`src/rtl/store_align_unit_pkg.sv`:
```
// Shared encodings for the store alignment path: access sizes, FSM states and lane helpers.
package store_align_unit_pkg;

  localparam logic [1:0] SIZE_W = 2'b00;
  localparam logic [1:0] SIZE_H = 2'b01;
  localparam logic [1:0] SIZE_B = 2'b10;
  localparam logic [1:0] SIZE_X = 2'b11;

  typedef enum logic [2:0] {
    ST_IDLE  = 3'd0,
    ST_BEAT0 = 3'd1,
    ST_BEAT1 = 3'd2,
    ST_RESP  = 3'd3,
    ST_ERR   = 3'd4
  } state_t;

  function automatic logic [3:0] base_mask(input logic [1:0] size);
    case (size)
      SIZE_W:  base_mask = 4'b1111;
      SIZE_H:  base_mask = 4'b0011;
      SIZE_B:  base_mask = 4'b0001;
      default: base_mask = 4'b0000;
    endcase
  endfunction

  // One byte enable bit becomes eight data bits.
  function automatic logic [63:0] byte_expand(input logic [7:0] m);
    for (int i = 0; i < 8; i++) byte_expand[i*8 +: 8] = {8{m[i]}};
  endfunction

endpackage

```
`src/rtl/store_align_unit_store_lane_shift.sv`:
```
// Combinational lane mapper: (offset, size, data) -> 8-lane mask, 64-bit lane data, split flag.
module store_lane_shift
  import store_align_unit_pkg::*;
(
  input  logic [1:0]  off,
  input  logic [1:0]  size,
  input  logic [31:0] data,
  output logic [7:0]  mask,
  output logic [63:0] shifted,
  output logic        split
);

  logic [63:0] raw;

  assign mask    = {4'b0000, base_mask(size)} << off;
  assign raw     = {32'h0, data} << {off, 3'b000};
  // Lanes not being written are forced to zero.
  assign shifted = raw & byte_expand(mask);
  assign split   = |mask[7:4];

endmodule

```
`src/rtl/store_align_unit.sv`:
```
// Store aligner: turns a byte-addressed store into one or two word-aligned write beats.
// Macro STORE_SPLIT_EN enables the second beat for word-crossing stores; otherwise they error out.
//
// state | meaning
// IDLE  | ready for a request
// BEAT0 | first (or only) write beat on the memory port
// BEAT1 | upper-word beat of a word-crossing store
// RESP  | done pulse
// ERR   | err pulse, nothing written
module store_align_unit
  import store_align_unit_pkg::*;
(
  input  logic        clk,
  input  logic        rst,
  input  logic        req_valid,
  output logic        req_ready,
  input  logic [31:0] req_addr,
  input  logic [31:0] req_data,
  input  logic [1:0]  req_size,
  output logic        mem_valid,
  input  logic        mem_ready,
  output logic [31:0] mem_addr,
  output logic [31:0] mem_wdata,
  output logic [3:0]  mem_be,
  output logic        done,
  output logic        err
);

  state_t      state, state_next;
  logic [7:0]  mask;
  logic [63:0] shifted;
  logic        split;
  logic        accept;

  store_lane_shift u_lane_shift (
    .off     (req_addr[1:0]),
    .size    (req_size),
    .data    (req_data),
    .mask    (mask),
    .shifted (shifted),
    .split   (split)
  );

  assign accept = (state == ST_IDLE) && req_valid;

`ifdef STORE_SPLIT_EN
  logic [31:0] hi_wdata;
  logic [3:0]  hi_be;
  logic        split_q;
`else
  logic unused_hi;
  assign unused_hi = ^{shifted[63:32], mask[7:4]};
`endif

  always_ff @(posedge clk) begin
    if (rst) state <= ST_IDLE;
    else     state <= state_next;
  end

  always_comb begin
    state_next = state;
    unique case (state)
      ST_IDLE: begin
        if (req_valid) begin
          if (req_size == SIZE_X) state_next = ST_ERR;
`ifdef STORE_SPLIT_EN
          else                    state_next = ST_BEAT0;
`else
          else if (split)         state_next = ST_ERR;
          else                    state_next = ST_BEAT0;
`endif
        end
      end
      ST_BEAT0: begin
`ifdef STORE_SPLIT_EN
        if (mem_ready) state_next = split_q ? ST_BEAT1 : ST_RESP;
`else
        if (mem_ready) state_next = ST_RESP;
`endif
      end
`ifdef STORE_SPLIT_EN
      ST_BEAT1: if (mem_ready) state_next = ST_RESP;
`endif
      ST_RESP: state_next = ST_IDLE;
      ST_ERR:  state_next = ST_IDLE;
      default: state_next = ST_IDLE;
    endcase
  end

  assign req_ready = (state == ST_IDLE);
  assign mem_valid = (state == ST_BEAT0) || (state == ST_BEAT1);
  assign done      = (state == ST_RESP);
  assign err       = (state == ST_ERR);

  // Beat registers only move on accept or on a completed first beat, so they hold under back-pressure.
  always_ff @(posedge clk) begin
    if (rst) begin
      mem_addr  <= 32'h0;
      mem_wdata <= 32'h0;
      mem_be    <= 4'h0;
`ifdef STORE_SPLIT_EN
      hi_wdata  <= 32'h0;
      hi_be     <= 4'h0;
      split_q   <= 1'b0;
`endif
    end else if (accept) begin
      mem_addr  <= {req_addr[31:2], 2'b00};
      mem_wdata <= shifted[31:0];
      mem_be    <= mask[3:0];
`ifdef STORE_SPLIT_EN
      hi_wdata  <= shifted[63:32];
      hi_be     <= mask[7:4];
      split_q   <= split;
    end else if ((state == ST_BEAT0) && mem_ready && split_q) begin
      mem_addr  <= mem_addr + 32'd4;
      mem_wdata <= hi_wdata;
      mem_be    <= hi_be;
`endif
    end
  end

endmodule

```
`config.mk`:
```
export PLATFORM = sky130hd
export DESIGN_NAME = store_align_unit
export DESIGN_NICKNAME = d
export VERILOG_FILES = /design/src/rtl/store_align_unit_pkg.sv /design/src/rtl/store_align_unit_store_lane_shift.sv /design/src/rtl/store_align_unit.sv
export SDC_FILE = /design/constraint.sdc
export NUM_CORES = 1
export LEC_CHECK = 0
export BUFFER_PORTS_ARGS = -buffer_cell sky130_fd_sc_hd__buf_2
export CORE_AREA = 2 2 94 115
export CTS_CLUSTER_SIZE = 40
export DETAILED_ROUTE_END_ITERATION = 12
export DIE_AREA = 0 0 96 117
export HOLD_SLACK_MARGIN = 0.02
export SLEW_MARGIN = 0
export SYNTH_ARGS = -nofsm -noshare
export SYNTH_HDL_FRONTEND = slang
export SYNTH_SLANG_ARGS = --single-unit
```
`constraint.sdc`:
```
create_clock -name clk -period 1.8 [get_ports clk]
set_input_delay 0.18 -clock clk [delete_from_list [all_inputs] [get_ports clk]]
set_output_delay 0.18 -clock clk [all_outputs]
set_load 0.02 [all_outputs]
```
==> results.sh, run 1 <==
export IMPL_viasPerCell=4.67
export IMPL_postRouteWirelength_um=8710
export IMPL_seq_area_frac_synth_pct=46.5
export IMPL_ys_flop_type="dfxtp_1"
export IMPL_dpl_instance_area_um2=3850
export IMPL_power_density_nw_per_um2=1010
export IMPL_layout_min_cycle_time_ns=1.69
export IMPL_synth_area_um2=2970
export IMPL_critPathArrivalTime_ns=1.96
export IMPL_end_kind="flip-flop"
export IMPL_whs_path_depth=3
export IMPL_coreArea_um2=10200
export IMPL_finClkSkew_ns=0.00625
export IMPL_synth_most_common_cell="nand2_1"
export IMPL_synth_avg_cell_area_um2=8.27
export IMPL_timing_final_crit_share_pct=94.1
export IMPL_dieArea_um2=11200
export IMPL_drive_gt1_share_pct=37.6
export IMPL_numClockSinks=69
export IMPL_cp_max_fo=9
export IMPL_async_flop_share_pct=0
export IMPL_grt_max_degree=48
export IMPL_p_int_w=0.00309
export IMPL_cts_tree="yes"
export IMPL_gr_usage_met1_pct=20.3
export IMPL_drt_first_pass_iters=4
export IMPL_clkPwrFrac_pct=42.9
export IMPL_place_congestion=0.814
export IMPL_setup_viol=0
export IMPL_max_cap_violations=0
export IMPL_fmax_ghz=0.590
export IMPL_power_total_w=0.00423
export IMPL_critPathKind="reg -> reg"
export IMPL_finalMaxSlewViolations=0
export IMPL_ys_ff_latch=69
export IMPL_ios=142
export IMPL_grt_usage_pct=15.7
export IMPL_syn2layout_area_growth_pct=40.9
export IMPL_ant_nets=0
export IMPL_p_seq_share_pct=39.1
export IMPL_overflow=0
export IMPL_drc=0
export IMPL_hold_viol=0
export IMPL_use_met3_pct=2.88
export IMPL_pwr_share_comb_pct=18.0
export IMPL_yosys_area_top_type_share_pct=46.5
export IMPL_swShare_pct=26.9
export IMPL_num_rows=41
export IMPL_htree_levels=3
export IMPL_required_ns=2.07
export IMPL_start_util_pct=29.1
export IMPL_grt_pass1_wl_um=13400
export IMPL_synth_common_cells="nand2_1, dfxtp_1, a21oi_1"
export IMPL_gr_usage_met2_pct=24.9
export IMPL_holdBufCountCts=0
export IMPL_cts_buffers=9
export IMPL_nNetsFinal=562
export IMPL_rsz0062_at_grt="false"
export IMPL_synth_top_area_cell="dfxtp_1"
export IMPL_final_util_pct=41.0
export IMPL_yosysWarnings=0
export IMPL_yosys_top_cells_area="dfxtp_1, nand2_1, a21oi_1"
export IMPL_dp_hpwl_um=6730
export IMPL_fp_dieH_um=117
export IMPL_hp_class="in -> reg"
export IMPL_grt_pass1_vias=2633
export IMPL_clk_latency_ns=0.33
export IMPL_status="finished, final reports clean"
export IMPL_p_sw_w=0.00113
export IMPL_portBuffers=139
export IMPL_insertedDiodeCount=0
export IMPL_cts_path_max_buffers=2
export IMPL_fp_dieW_um=96
export IMPL_irDropWorstVdd_v=0.000391
export IMPL_p_leak_nw=1.94
export IMPL_root_buffer="clkbuf_16"
export IMPL_synth_cell_types=31
export IMPL_worstRegToRegCells=5
export IMPL_via_count=2925
export IMPL_grt_busiest_layer="met2"
export IMPL_start_kind="flip-flop"
export IMPL_dr_first_iter_drc_count=105
export IMPL_post_route_cell_area_um2=4190
export IMPL_antenna_found_initial=0
export IMPL_synth_edf_count=0
export IMPL_synth_cells=359
export IMPL_clk_pin_slew_ns=0.06
export IMPL_wl_per_cell_um=13.9
export IMPL_fin_setup_tns_ns=0
==> per-layer routing <==
layer  up-vias  wire [µm]
met1      1321       3850
met3        10        492
met4         0        193
met5         -          0
li1       1488          -
met2       106       4180
==> through the flow <==
| stage | hold WS [ns] | setup WS, ns | std cells |
|---|---|---|---|
| CTS | 0.0787 | 0.101 | 626 |
| detailed placement | 0.431 | -0.0772 | 609 |
| floorplan | 0.316 | 0.144 | 360 |
| global route | 0.0903 | 0.0104 | 626 |
| finish | 0.0891 | 0.106 | 626 |
| global placement | 0.422 | 0.0287 | 609 |
==> cells by family (layout without fill, tap and decap cells) <==
family                 Yosys count  in the layout  synth area share (%)
other                            1              2                 0.126
AND/OR/NAND/NOR                136            136                  19.2
flip-flops                      69             69                  46.5
AO/OA/AOI/OAI                   82             82                  16.9
buffers and inverters           37            174                  5.43
multiplexers                    33             33                  11.5
XOR/XNOR                         1              1                 0.295
==> path summary, 6_finish.rpt <==
kind,startpoint,to,slack (ns)
worst max-delay path,state[2],mem_wdata[14],0.11
worst min-delay path,req_addr[14],mem_addr[14],0.09
worst max register to register,state[2],mem_wdata[14],0.11
worst min register to register,mem_wdata[4],mem_wdata[4],0.45
==> flip-flops by register name (all words and copies together), names as in the netlist <==
register,count
mem_wdata,32
mem_addr,30
mem_be,4
state,3
==> critical path, cell delays in order (launching register included) <==
cell	delay (ns)
dfxtp_1	0.30
or4b_2	0.77
a211oi_4	0.24
buf_12	0.16
a22oi_1	0.06
nor2_1	0.10
==> cell usage in the layout (no fill, tap or decap), drive strengths merged <==
master   synthesis  layout
a221oi           1       1
nor4b            1       1
clkinv           0       3
mux2i           24      24
o21bai           1       1
dfxtp           69      69
nand3           24      24
o22ai            1       1
buf             15     156
nand2b           2       2
nand2           90      90
or4b             1       1
a2bb2oi          1       1
clkbuf          20      12
nor3b            1       1
inv              2       2
a22oi            8       8
xnor2            1       1
and2             2       2
a211oi           2       2
conb             1       2
nor2b            1       1
nor3             2       2
nor2            12      12
bufinv           0       1
o2bb2ai          8       8
a21oi           59      59
mux2             9       9
a21boi           1       1
==> power by group through the flow <==
stage | registers (W) | logic (W) | clock network [W]
after floorplan | 0.00179 | 0.000357 | 0
after detailed placement | 0.00169 | 0.000766 | 0
final | 0.00165 | 0.000761 | 0.00181
after CTS | 0.00165 | 0.000773 | 0.00187
after global placement | 0.00168 | 0.000754 | 0
after global routing | 0.00167 | 0.000839 | 0.00193
==> layout make-up <==
type	count	area [µm²]
sequential	69	1380
multi-input combinational	254	1440
inverter	2	7.51
timing repair buffer	156	886
clock inverter	4	45.0
tap	129	161
clock buffer	12	267
fill	1075	6020
==> repair_timing <==
item,CTS,global route
gates resized for setup,0,0
setup endpoints to repair,8,0
endpoints found under the hold margin,0,0
setup buffers,1,0
Note: power is estimated with default switching activity, not from simulation.
==> inputs of run 2 (changes only) <==
==> constraint.sdc (replaced) <==
create_clock -name clk -period 1.4 [get_ports clk]
set_input_delay 0.14 -clock clk [delete_from_list [all_inputs] [get_ports clk]]
set_output_delay 0.14 -clock clk [all_outputs]
set_load 0.02 [all_outputs]
==> results.sh, run 2 (synthesized netlist as in run 1, its figures left out) <==
export IMPL_coreArea_um2=10200
export IMPL_multiInputGateArea_um2=1480
export IMPL_ant_nets=0
export IMPL_fp_dieW_um=96
export IMPL_place_congestion=0.818
export IMPL_finalMaxSlewViolations=0
export IMPL_viasPerCell=4.80
export IMPL_cts_path_max_buffers=2
export IMPL_seqCellArea_um2=1380
export IMPL_critPathArrivalTime_ns=1.74
export IMPL_grt_pass1_wl_um=13400
export IMPL_min_from="req_addr[12]"
export IMPL_r2r_slack_ns=-0.08
export IMPL_power_density_nw_per_um2=1260
export IMPL_worst_slack_ns=-0.0793
export IMPL_clk_latency_ns=0.33
export IMPL_status="complete, but fails checks"
export IMPL_largest_register_ffs=32
export IMPL_setup_viol=16
export IMPL_overflow=0
export IMPL_whs_path_depth=3
export IMPL_drive_gt1_share_pct=40.2
export IMPL_num_rows=41
export IMPL_worstRegToRegCells=5
export IMPL_root_buffer="clkbuf_16"
export IMPL_grt_pass1_vias=2764
export IMPL_timing_final_crit_share_pct=106
export IMPL_start_kind="flip-flop"
export IMPL_holdBufCountCts=0
export IMPL_r2r_start="state[1]"
export IMPL_fmax_ghz=0.676
export IMPL_cts_buffers=9
export IMPL_wl_per_cell_um=14.8
export IMPL_cp_max_fo=9
export IMPL_final_util_pct=43.2
export IMPL_nNetsFinal=572
export IMPL_holdPathEnd="mem_addr[12]"
export IMPL_via_count=3055
export IMPL_layout_commonest_cell="buf_2"
export IMPL_dieArea_um2=11200
export IMPL_syn2layout_area_growth_pct=48.6
export IMPL_clk_pin_slew_ns=0.06
export IMPL_postRouteWirelength_um=9420
export IMPL_hp_class="in -> reg"
export IMPL_irDropWorstVdd_v=0.000565
export IMPL_drc=0
export IMPL_dp_hpwl_um=6530
export IMPL_grt_max_degree=38
export IMPL_numClockSinks=69
export IMPL_hold_viol=0
export IMPL_p_leak_nw=2.04
export IMPL_cts_tree="yes"
export IMPL_drt_first_pass_iters=4
export IMPL_rsz0062_at_grt="true"
export IMPL_layout_min_cycle_time_ns=1.48
export IMPL_final_cell_mix="buf_2, nand2_1, dfxtp_1, a21oi_1"
export IMPL_top_regs="mem_wdata: 32 flops, mem_addr: 30 flops, mem_be: 4 flops"
export IMPL_finClkSkew_ns=0.00613
export IMPL_critPathKind="reg -> reg"
export IMPL_end_kind="flip-flop"
export IMPL_htree_levels=3
export IMPL_fp_dieH_um=117
export IMPL_insertedDiodeCount=0
export IMPL_fin_setup_tns_ns=-0.629
export IMPL_ios=142
export IMPL_required_ns=1.66
export IMPL_antenna_found_initial=0
export IMPL_n_fill_cell=1039
export IMPL_dr_first_iter_drc_count=127
export IMPL_max_flop_register="mem_wdata"
export IMPL_violations="setup timing"
export IMPL_max_cap_violations=0
export IMPL_rr_endpoint="mem_wdata[12]"
export IMPL_portBuffers=139
export IMPL_grt_usage_pct=15.5
export IMPL_start_util_pct=29.1
## run 2: cell types whose count changed in the layout (fill, tap and decap cells not counted), moves of 2 or more
| cell | previous run | this run |
|---|---|---|
| a21oi_1 | 59 | 55 |
| a21oi_2 | 0 | 4 |
| buf_6 | 0 | 4 |
| clkbuf_16 | 9 | 13 |
| and2_4 | 0 | 2 |
| buf_12 | 5 | 7 |
| buf_2 | 139 | 137 |
## run 2: how the worst max path moves through the flow
| stage | startpoint | to | slack, ns | cells past startpoint |
|---|---|---|---|---|
| floorplan | state[1] | mem_be[1] | -0.24 | 7 |
| global placement | state[1] | mem_addr[21] | -0.24 | 4 |
| detailed placement | state[1] | mem_addr[30] | -0.27 | 4 |
| CTS | state[1] | mem_wdata[12] | -0.09 | 5 |
| global route | state[1] | mem_wdata[8] | -0.16 | 5 |
| finish | state[1] | mem_wdata[12] | -0.08 | 5 |
## run 2: repair_timing
item | in CTS | in global routing
endpoints found under the hold margin | 0 | 0
gates cloned | 0 | 6
endpoints found under the setup margin | 67 | 67
gates resized for setup | 2 | 13
buffers inserted | 0 | 3
pin swaps | 0 | 3
## run 2: layer usage
metal / global-route usage, % / vias to the layer above / routed length (µm)
li1: - / 1512 / -
met1: 19.1 / 1410 / 4030
met2: 25.2 / 119 / 4540
met3: 4.55 / 14 / 669
met4: 6.48 / 0 / 178
met5: 0 / - / 0
## run 2: per-stage QoR
step	cell area [µm²]	hold slack [ns]	setup WS, ns	total power [W]	std cells
after global routing	4410	0.0506	-0.162	0.00583	636
after CTS	4230	0.0405	-0.0871	0.00552	627
after detailed placement	3910	0.388	-0.274	0.00317	611
final	4410	0.0501	-0.0793	0.00558	636
after global placement	3910	0.380	-0.243	0.00315	611
after floorplan	3030	0.276	-0.242	0.00279	360
## run 2: final cells by class
| cell class | instances | share of cell area [%] |
|---|---|---|
| multi-input cells | 255 | 33.6 |
| flip-flops and latches | 69 | 31.3 |
| clock inverters | 4 | 1.02 |
| inverters | 2 | 0.170 |
| repair buffers | 165 | 24.2 |
| well taps | 129 | 3.66 |
| clock buffers | 12 | 6.04 |
## run 2: worst max-delay path: stages (launching register included)
cell and delay [ns]:
dfxtp_1 0.31, or4b_4 0.57, a211oi_4 0.21, buf_12 0.16, a22oi_1 0.06, nor2_1 0.10
## run 2: where the power goes
part           switching [W]  internal [W]  total, W  leakage [nW]
clock               0.000815       0.00151   0.00233         0.158
combinational       0.000637      0.000485   0.00112          1.31
sequential         0.0000550       0.00208   0.00213         0.564
total                0.00151       0.00408   0.00558          2.04
==> inputs of run 3 (changes only) <==
--- a/config.mk
+++ b/config.mk
@@ -11,6 +11,7 @@
 export DETAILED_ROUTE_END_ITERATION = 12
 export DIE_AREA = 0 0 96 117
 export HOLD_SLACK_MARGIN = 0.02
+export RECOVER_POWER = 100
 export SLEW_MARGIN = 0
 export SYNTH_ARGS = -nofsm -noshare
 export SYNTH_HDL_FRONTEND = slang
==> results.sh, run 3 (synthesized netlist as in run 1, its figures left out) <==
export IMPL_fmax_ghz=0.676
export IMPL_r2r_start="state[1]"
export IMPL_p_leak_nw=1.76
export IMPL_wl_per_cell_um=14.9
export IMPL_top_regs="mem_wdata: 32 flops, mem_addr: 30 flops, mem_be: 4 flops"
export IMPL_grt_pass1_vias=2764
export IMPL_viasPerCell=4.80
export IMPL_hold_viol=0
export IMPL_worst_slack_ns=-0.0796
export IMPL_place_congestion=0.818
export IMPL_layout_commonest_cell="nand2_1"
export IMPL_postRouteWirelength_um=9470
export IMPL_crit_chain="or4b_4 > a211oi_4 > buf_12 > a22oi_1 > nor2_1"
export IMPL_start_util_pct=29.1
export IMPL_cp_top_family="simple AND/OR/NAND/NOR gates"
export IMPL_critPathKind="reg -> reg"
export IMPL_end_kind="flip-flop"
export IMPL_root_buffer="clkbuf_16"
export IMPL_finClkSkew_ns=0.00598
export IMPL_htree_levels=3
export IMPL_fp_dieH_um=117
export IMPL_critPathArrivalTime_ns=1.74
export IMPL_whs_path_depth=3
export IMPL_clk_pin_slew_ns=0.06
export IMPL_num_rows=41
export IMPL_rsz0062_at_grt="true"
export IMPL_p_sw_w=0.00151
export IMPL_p_seq_share_pct=38.4
export IMPL_rr_endpoint="mem_wdata[12]"
export IMPL_clkPwrFrac_pct=41.9
export IMPL_grt_usage_pct=15.5
export IMPL_required_ns=1.66
export IMPL_min_from="req_addr[12]"
export IMPL_dr_first_iter_drc_count=111
export IMPL_multiInputGateArea_um2=1480
export IMPL_cts_path_max_buffers=2
export IMPL_pwr_share_comb_pct=19.6
export IMPL_grt_max_degree=38
export IMPL_dieArea_um2=11200
export IMPL_grt_pass1_wl_um=13400
export IMPL_dpl_instance_area_um2=3910
export IMPL_finalMaxSlewViolations=0
export IMPL_holdBufCountCts=0
export IMPL_violations="setup timing"
export IMPL_hp_class="in -> reg"
export IMPL_worstRegToRegCells=5
export IMPL_power_density_nw_per_um2=1280
export IMPL_drt_first_pass_iters=5
export IMPL_timing_final_crit_share_pct=106
export IMPL_insertedDiodeCount=0
export IMPL_fp_dieW_um=96
export IMPL_ios=142
export IMPL_drive_gt1_share_pct=27.0
export IMPL_cp_max_fo=9
export IMPL_clk_latency_ns=0.33
export IMPL_r2r_slack_ns=-0.08
export IMPL_holdPathEnd="mem_addr[12]"
export IMPL_overflow=0
export IMPL_drc=0
export IMPL_antenna_found_initial=0
export IMPL_seqCellArea_um2=1380
export IMPL_crit_buf_inv=1
export IMPL_ant_nets=0
export IMPL_slowest_delay_ns=0.58
export IMPL_swShare_pct=27.2
export IMPL_cts_buffers=9
export IMPL_max_flop_register="mem_wdata"
export IMPL_max_cap_violations=0
export IMPL_nNetsFinal=572
export IMPL_final_cell_mix="nand2_1, buf_2, dfxtp_1, clkbuf_1, a21oi_1"
export IMPL_fin_setup_tns_ns=-0.620
export IMPL_largest_register_ffs=32
export IMPL_p_int_w=0.00405
export IMPL_post_route_cell_area_um2=4330
export IMPL_via_count=3053
export IMPL_irDropWorstVdd_v=0.000565
export IMPL_coreArea_um2=10200
export IMPL_setup_viol=18
export IMPL_portBuffers=139
export IMPL_numClockSinks=69
export IMPL_n_fill_cell=1062
export IMPL_start_kind="flip-flop"
export IMPL_status="complete, but fails checks"
export IMPL_syn2layout_area_growth_pct=45.7
export IMPL_cts_tree="yes"
export IMPL_layout_min_cycle_time_ns=1.48
export IMPL_dp_hpwl_um=6530
export IMPL_crit_path_top_delay_cell="or4b_4"
run 3: final cells by class:
cell class / count / share of cell area (%)
multi-input cells: 255 / 34.3
flip-flops and latches: 69 / 31.9
repair buffers: 165 / 22.7
clock buffers: 12 / 6.16
well taps: 129 / 3.73
clock inverters: 4 / 1.04
inverters: 2 / 0.173
run 3: repair_timing:
action	4_1_cts	5_1_grt
setup buffers	0	3
cloned	0	6
setup endpoints to repair	67	67
resized for setup	2	13
pin swaps	0	3
run 3: metal layers:
metal  global-route usage, %  vias to the layer above  routed length [µm]
met1                    19.1                     1408                4080
met2                    25.2                      119                4520
met3                    4.55                       14                 677
met5                       0                        -                   0
li1                        -                     1512                   -
met4                    6.48                        0                 179
run 3: power groups by stage:
stage | registers (W) | clock network [W] | logic [W]
after floorplan | 0.00230 | 0 | 0.000487
after global placement | 0.00217 | 0 | 0.000980
after detailed placement | 0.00217 | 0 | 0.000991
after CTS | 0.00213 | 0.00239 | 0.000998
after global routing | 0.00215 | 0.00247 | 0.00119
final | 0.00214 | 0.00233 | 0.00109
run 3: worst max-delay path by stage:
stage / cells past startpoint / endpoint / slack [ns] / from
CTS: 5 / mem_wdata[12] / -0.09 / state[1]
global placement: 4 / mem_addr[21] / -0.24 / state[1]
detailed placement: 4 / mem_addr[30] / -0.27 / state[1]
floorplan: 7 / mem_be[1] / -0.24 / state[1]
finish: 5 / mem_wdata[12] / -0.08 / state[1]
global route: 5 / mem_wdata[8] / -0.16 / state[1]
run 3: worst min-delay path, delay by kind of cell:
kind / cells / cell delay, ns
AND/OR/NAND/NOR: 1 / 0.04
buffers and inverters: 1 / 0.09
AO/OA/AOI/OAI: 1 / 0.05
run 3: metrics by stage:
| step | setup WS, ns | total power [W] | utilization [%] | hold WS (ns) | cells |
|---|---|---|---|---|---|
| after floorplan | -0.242 | 0.00279 | - | 0.276 | 360 |
| after global placement | -0.243 | 0.00315 | 38.3 | 0.380 | 611 |
| after detailed placement | -0.274 | 0.00317 | 38.3 | 0.388 | 611 |
| after CTS | -0.0871 | 0.00552 | 41.5 | 0.0405 | 627 |
| after global routing | -0.162 | 0.00580 | 42.4 | 0.0506 | 636 |
| final | -0.0796 | 0.00556 | 42.4 | 0.0507 | 636 |
